`src/rtl/reg_scoreboard.sv`:
```
// Register-level hazard scoreboard between IDU and EXU. It keeps a pending-write
// counter per architectural register plus an in-flight writer count, and gates issue.
module reg_scoreboard #(
    parameter int unsigned CNT_W        = 2,
    parameter int unsigned MAX_INFLIGHT = 3
) (
    input  logic                              clock,
    input  logic                              reset,
    input  logic                              i_issue_valid,
    input  logic [6:0]                        i_issue_op,
    input  logic [4:0]                        i_issue_rs1,
    input  logic [4:0]                        i_issue_rs2,
    input  logic [4:0]                        i_issue_rd,
    output logic                              o_issue_ready,
    input  logic                              i_wb_valid,
    input  logic [4:0]                        i_wb_rd,
    input  logic                              i_kill_valid,
    input  logic [4:0]                        i_kill_rd,
    output logic [$clog2(MAX_INFLIGHT+1)-1:0] o_inflight,
    output logic [31:0]                       o_pending,
    output logic                              o_err
);

    localparam int unsigned IW = $clog2(MAX_INFLIGHT + 1);
    localparam int unsigned AW = CNT_W + 2;
    localparam int unsigned SW = IW + 2;
    localparam logic [CNT_W-1:0] CNT_SAT = '1;

    localparam logic [4:0] OPC_LOAD   = 5'b00000;
    localparam logic [4:0] OPC_OP_IMM = 5'b00100;
    localparam logic [4:0] OPC_AUIPC  = 5'b00101;
    localparam logic [4:0] OPC_STORE  = 5'b01000;
    localparam logic [4:0] OPC_OP     = 5'b01100;
    localparam logic [4:0] OPC_LUI    = 5'b01101;
    localparam logic [4:0] OPC_BRANCH = 5'b11000;
    localparam logic [4:0] OPC_JALR   = 5'b11001;
    localparam logic [4:0] OPC_JAL    = 5'b11011;
    localparam logic [4:0] OPC_SYSTEM = 5'b11100;

    logic [CNT_W-1:0] cnt_q [32];
    logic [CNT_W-1:0] cnt_d [32];
    logic [IW-1:0]    inflight_q;
    logic [IW-1:0]    inflight_d;
    logic             err_q;
    logic             err_d;

    logic             rs1_used;
    logic             rs2_used;
    logic             writer_op;
    logic             writer;
    logic             stall;
    logic             writer_fire;
    logic [2:0]       applied;

    // Only the major opcode field participates in decode.
    logic unused_op_bits;
    assign unused_op_bits = ^i_issue_op[1:0];

    // Operand usage and destination-write decode.
    always_comb begin
        rs1_used  = 1'b0;
        rs2_used  = 1'b0;
        writer_op = 1'b0;
        case (i_issue_op[6:2])
            OPC_LOAD:   begin rs1_used = 1'b1; writer_op = 1'b1; end
            OPC_OP_IMM: begin rs1_used = 1'b1; writer_op = 1'b1; end
            OPC_AUIPC:  writer_op = 1'b1;
            OPC_STORE:  begin rs1_used = 1'b1; rs2_used = 1'b1; end
            OPC_OP:     begin rs1_used = 1'b1; rs2_used = 1'b1; writer_op = 1'b1; end
            OPC_LUI:    writer_op = 1'b1;
            OPC_BRANCH: begin rs1_used = 1'b1; rs2_used = 1'b1; end
            OPC_JALR:   begin rs1_used = 1'b1; writer_op = 1'b1; end
            OPC_JAL:    writer_op = 1'b1;
            OPC_SYSTEM: begin rs1_used = 1'b1; writer_op = 1'b1; end
            default:    ;
        endcase
    end

    assign writer = writer_op && (i_issue_rd != 5'd0);

    // Stall looks only at registered state; same-cycle wb/kill never release it.
    always_comb begin
        stall = 1'b0;
        if (rs1_used && (i_issue_rs1 != 5'd0) && (cnt_q[i_issue_rs1] != '0)) stall = 1'b1;
        if (rs2_used && (i_issue_rs2 != 5'd0) && (cnt_q[i_issue_rs2] != '0)) stall = 1'b1;
        if (writer && (cnt_q[i_issue_rd] == CNT_SAT)) stall = 1'b1;
        if (writer && (inflight_q == IW'(MAX_INFLIGHT))) stall = 1'b1;
    end

    assign writer_fire = i_issue_valid && !stall && writer;

    // Per-register counter update with clamp-at-zero; tallies decrements actually applied.
    always_comb begin : cnt_next
        logic          inc;
        logic          wbdec;
        logic          killdec;
        logic [1:0]    dec;
        logic [AW-1:0] avail;
        logic [AW-1:0] rem;
        logic [SW-1:0] up;
        logic [SW-1:0] rem_i;
        inc        = 1'b0;
        wbdec      = 1'b0;
        killdec    = 1'b0;
        dec        = '0;
        avail      = '0;
        rem        = '0;
        up         = '0;
        rem_i      = '0;
        applied    = '0;
        err_d      = err_q;
        inflight_d = inflight_q;
        for (int r = 0; r < 32; r++) begin
            cnt_d[r] = '0;
            if (r != 0) begin
                inc     = writer_fire && (i_issue_rd == 5'(r));
                wbdec   = i_wb_valid && (i_wb_rd == 5'(r));
                killdec = i_kill_valid && (i_kill_rd == 5'(r));
                dec     = 2'(wbdec) + 2'(killdec);
                avail   = AW'(cnt_q[r]) + AW'(inc);
                if (AW'(dec) > avail) begin
                    cnt_d[r] = '0;
                    applied  = applied + 3'(avail);
                    err_d    = 1'b1;
                end else begin
                    rem     = avail - AW'(dec);
                    applied = applied + 3'(dec);
                    if (rem > AW'(CNT_SAT)) begin
                        cnt_d[r] = CNT_SAT;
                        err_d    = 1'b1;
                    end else begin
                        cnt_d[r] = CNT_W'(rem);
                    end
                end
            end
        end

        up = SW'(inflight_q) + SW'(writer_fire);
        if (up < SW'(applied)) begin
            inflight_d = '0;
            err_d      = 1'b1;
        end else begin
            rem_i = up - SW'(applied);
            if (rem_i > SW'(MAX_INFLIGHT)) begin
                inflight_d = IW'(MAX_INFLIGHT);
                err_d      = 1'b1;
            end else begin
                inflight_d = IW'(rem_i);
            end
        end
    end

    always_ff @(posedge clock) begin
        if (!reset) begin
            for (int r = 0; r < 32; r++) cnt_q[r] <= '0;
            inflight_q <= '0;
            err_q      <= 1'b0;
        end else begin
            for (int r = 0; r < 32; r++) cnt_q[r] <= cnt_d[r];
            inflight_q <= inflight_d;
            err_q      <= err_d;
        end
    end

    always_comb begin
        o_pending = '0;
        for (int r = 1; r < 32; r++) o_pending[r] = (cnt_q[r] != '0);
    end

    assign o_issue_ready = !stall;
    assign o_inflight    = inflight_q;
    assign o_err         = err_q;

endmodule
```
`config.mk`:
```
export PLATFORM = sky130hd
export DESIGN_NAME = reg_scoreboard
export DESIGN_NICKNAME = d
export VERILOG_FILES = /design/src/rtl/reg_scoreboard.sv
export SDC_FILE = /design/constraint.sdc
export NUM_CORES = 1
export LEC_CHECK = 0
export ABC_AREA = 1
export CELL_PAD_IN_SITES_DETAIL_PLACEMENT = 1
export CELL_PAD_IN_SITES_GLOBAL_PLACEMENT = 1
export CORE_MARGIN = 2
export CORE_UTILIZATION = 49
export CTS_BUF_LIST = sky130_fd_sc_hd__clkbuf_8
export DETAILED_ROUTE_END_ITERATION = 16
export PLACE_DENSITY = 0.88
export SETUP_SLACK_MARGIN = 0.4
export SLEW_MARGIN = 20
export SYNTH_ARGS = -nofsm -noshare
export SYNTH_HDL_FRONTEND = slang
export SYNTH_SLANG_ARGS = --single-unit
```
`constraint.sdc`:
```
create_clock -name clock -period 64.6 [get_ports clock]
set_clock_uncertainty 0.15 [all_clocks]
set_input_delay 9.69 -clock clock [delete_from_list [all_inputs] [get_ports clock]]
set_output_delay 9.69 -clock clock [all_outputs]
set_load 0.05 [all_outputs]
```
==> metrics list <==
- In this run the critical register-to-register path is captured at o_err.
* Most frequent cell on the critical path: fa_1
* Share of the cycle needed by the critical path after routing: 50.2%
- The region available for standard cell placement spans 23400 um2.
- Cells on Worst Hold Path: 6
* Top fanout value on the critical path: 18
- The count of buffers added on input and output ports is 69.
- Buffers inserted during clock tree synthesis total 9.
- For the worst setup path, the data arrival time is 32.51 ns.
- The number of antenna violations at the first check in global routing came to 2.
- Using the TritonRoute via totals, the vias-per-cell ratio works out to 5.50.
- Number of filler cells placed in the layout: 3245
- Cell area power density: 21.9 nW/um2
- The die covers 25000 um2.
- The initial utilization of the core area, before any placement, comes to 49.8%.
- Signed area change from the synthesized netlist to the final layout: 10.7%
- Number of remaining DRC errors: 0
- Count of distinct cell types in the synthesized netlist: 38
- Worst setup path class: primary input to flop
- The first global-routing pass estimated 67.9 mm of wire.
* Required time reported for the critical path endpoint: 64.70 ns
- Drt wl/cell: 20.5 um
- The tree is rooted in a clkbuf_8.
* Max Fclk: 30.9 MHz
- The worst hold path belongs to the class flop to flop.
* Startpoint of the worst register-to-register path: cnt_q[2][1]
- Number of global-route vias before repair: 12500
* Max-cap check violation count: 0
- Hold_sp: o_err
- The number of nets handed over by synthesis was 2105.
- Maximum clock insertion buffer count: 2
- In this run the post-CTS setup repair buffer count came out at 0.
- The final-report hold violation count is 0.
* Flip-flop and latch count after synthesis: 65
* # nets final: 2163
- Top cells by area, synth: ha_1 (20%), fa_1 (16%), nand2_1 (15%)
- In the layout the commonest cells are nand2_1 (451), inv_1 (401), nor2_1 (201), ha_1 (190), o21ai_0 (116).
- Summing over every cut layer, the via total after detailed routing is 11900.
- Largest stage delay on the critical path: 0.69 ns
- The floorplan step set the die width to 158 um.
- The congestion estimate from routability-driven global placement came to 0.966.
- The number of pins with negative max-slew slack in the final report is 0.
- Slowest-stage cell, CP: clkdlybuf4s50_1
- CTS built an H-tree with a depth of 3.
* Relative max-transition margin: 31.7%
- The wire-length estimate of the detail-placed layout is 39.0 mm.
- Area of the mapped netlist: 11600 um2
* Cell type with the largest total area after synthesis: ha_1
- The average instance in the mapped netlist occupies 6.53 um2.
- In the final layout, the share of cells above drive strength 1 is 2.27%.
- The synthesized design devotes to its leading area cell type 20.4% of total area.
* Leakage component of the power: 7.23 nW
- STA classifies the critical path endpoint as a flop.
* Sequential share of the synthesized area: 11.2%
- The cell count after synthesis came out at 1784.
- Gates resized, CTS repair: 0
- Register-to-register path setup slack: 42.18 ns
* Clock sink total: 65
* Slew at the pin closest to its max-slew limit: 1.01 ns
- Initial DRT Pass Iterations: 6
- Setup slack on the critical path of the routed design comes to 32.19 ns.
- Power after layout: 283 uW
* TritonCTS clock tree: built
- The worst-case IR drop observed on VDD is 14.8 uV.
- Number of violations reported at the end of detailed-routing iteration 0: 878
- Tot GR Track Use: 36.8%
- R2R depth: 70
- DRT Wirelength: 44.5 mm
- After clock tree synthesis, the clock-pin slew on the worst setup and hold paths is 0.09 ns.
* Unrepaired setup endpoints after global routing: false
* Top-level port count: 73
- Post-Place Setup Slack: 31.95 ns
- Tmin final: 32.41 ns
* Sum of negative setup slack: 0 ns
- Pin count of the biggest net entering global routing: 33
* Count of synthesis-stage warnings from yosys: 0
* Number of standard-cell rows in the floorplan: 56
- The worst setup path is launched from a primary input.
- Hold-fix buffer count after cts: 0
- The floorplan step set the die height to 158 um.
* Most common cell after layout, fill and taps aside: nand2_1
- Clk_lat worst skew: 0.40 ns
- Run status: completed
- # setup viols final: 0
- For hold timing, the worst endpoint is o_err.
- Summed over all layers, the global routing overflow is 0.
* Residual antenna-violating net count after detailed routing: 0
routing by layer:
layer  share of wire, %  wire, um  vias to the layer above  global-route usage (%)
met5                  0         0                        -                       0
met4                6.1      2690                        0                    19.8
met3                7.0      3120                      122                    7.20
met2                 46     20600                      409                    61.7
met1                 41     18000                     5757                    44.5
li1                   -         -                     5644                       -
state kept, by name, summed over array words and instances (netlist names):
register	cells
o_err	1
o_inflight	2
cnt_q	62
worst max-delay path by stage:
| stage | from | endpoint | slack (ns) |
|---|---|---|---|
| 4_1_cts | i_issue_rd[1] | o_err | 32.31 |
| 2_1_floorplan | i_issue_rd[0] | o_err | 35.12 |
| 6_report | i_issue_rd[1] | o_err | 32.19 |
| 5_1_grt | i_issue_rd[1] | o_err | 31.37 |
| 3_5_place_dp | i_issue_rd[1] | o_err | 31.95 |
| 3_3_place_gp | i_issue_rs2[0] | o_err | 32.43 |
cell usage after synthesis:
| library cell | number |
|---|---|
| nand3b_1 | 11 |
| nand3_1 | 105 |
| conb_1 | 1 |
| xor2_1 | 9 |
| inv_1 | 402 |
| nor2_1 | 201 |
| o21ai_0 | 116 |
| a21oi_1 | 26 |
| o211ai_1 | 5 |
| xnor2_1 | 4 |
| buf_2 | 5 |
| a31oi_1 | 3 |
| o31ai_1 | 10 |
| a31o_2 | 3 |
| nor2_2 | 3 |
| nand4_1 | 14 |
| and2_1 | 1 |
| or2_2 | 6 |
| a2111oi_0 | 1 |
| buf_6 | 1 |
| nor3_1 | 6 |
| nand4_4 | 2 |
| o22ai_1 | 1 |
| fa_1 | 94 |
| buf_4 | 4 |
| nor2_4 | 1 |
| nand2b_1 | 1 |
| clkinv_1 | 1 |
| inv_2 | 6 |
| a21boi_0 | 5 |
| a32o_1 | 1 |
| ha_1 | 190 |
| nand2_2 | 2 |
| nand2_1 | 451 |
| dfxtp_1 | 65 |
| o21ai_1 | 4 |
| nor4_1 | 10 |
| clkbuf_1 | 13 |
per-stage QoR:
stage | std cells | utilization, % | hold slack [ns] | cell area (um2)
2_1_floorplan | 1784 | - | 0.586 | 11600
3_3_place_gp | 2150 | 54.0 | 0.588 | 12600
3_5_place_dp | 2150 | 54.0 | 0.645 | 12600
4_1_cts | 2166 | 55.1 | 0.671 | 12900
5_1_grt | 2166 | 55.1 | 0.754 | 12900
6_report | 2168 | 55.1 | 0.671 | 12900
critical path, delay by kind of cell:
kind	cells	cell delay, ns
AOI/OAI and AO/OA	2	0.35
xor gates and xnor gates	1	0.20
adders and majority gates	36	17.23
buffers and inverters	4	1.05
and+or+nand+nor	28	3.95
logic make-up (layout without fill, tap and decap cells):
| kind of cell | after synthesis | count (layout) | share of synthesized area (%) |
|---|---|---|---|
| buffers and inverters | 432 | 495 | 14.2 |
| AOI/OAI and AO/OA | 175 | 175 | 8.16 |
| adders and majority gates | 284 | 284 | 36.6 |
| other | 1 | 3 | 0.0322 |
| DFF | 65 | 65 | 11.2 |
| and+or+nand+nor | 814 | 814 | 28.9 |
| xor gates and xnor gates | 13 | 13 | 0.977 |
final cells by class:
type,count,area [um2],area share (%)
multi-input cells,1287,8700,67.5
inverters,409,1540,11.9
flip-flops and latches,65,1300,10.1
repair buffers,70,698,5.41
well taps,319,399,3.09
clock buffers,10,138,1.07
clock inverters,6,115,0.893
diodes,2,5.00,0.0388
power breakdown:
part           leakage (nW)  internal [mW]  switching (mW)
combinational          6.57         0.0588           0.113
sequential            0.536         0.0491          0.0125
clock                 0.123         0.0269          0.0221
total                  7.23          0.135           0.148
(Power assumes the default switching activity.)
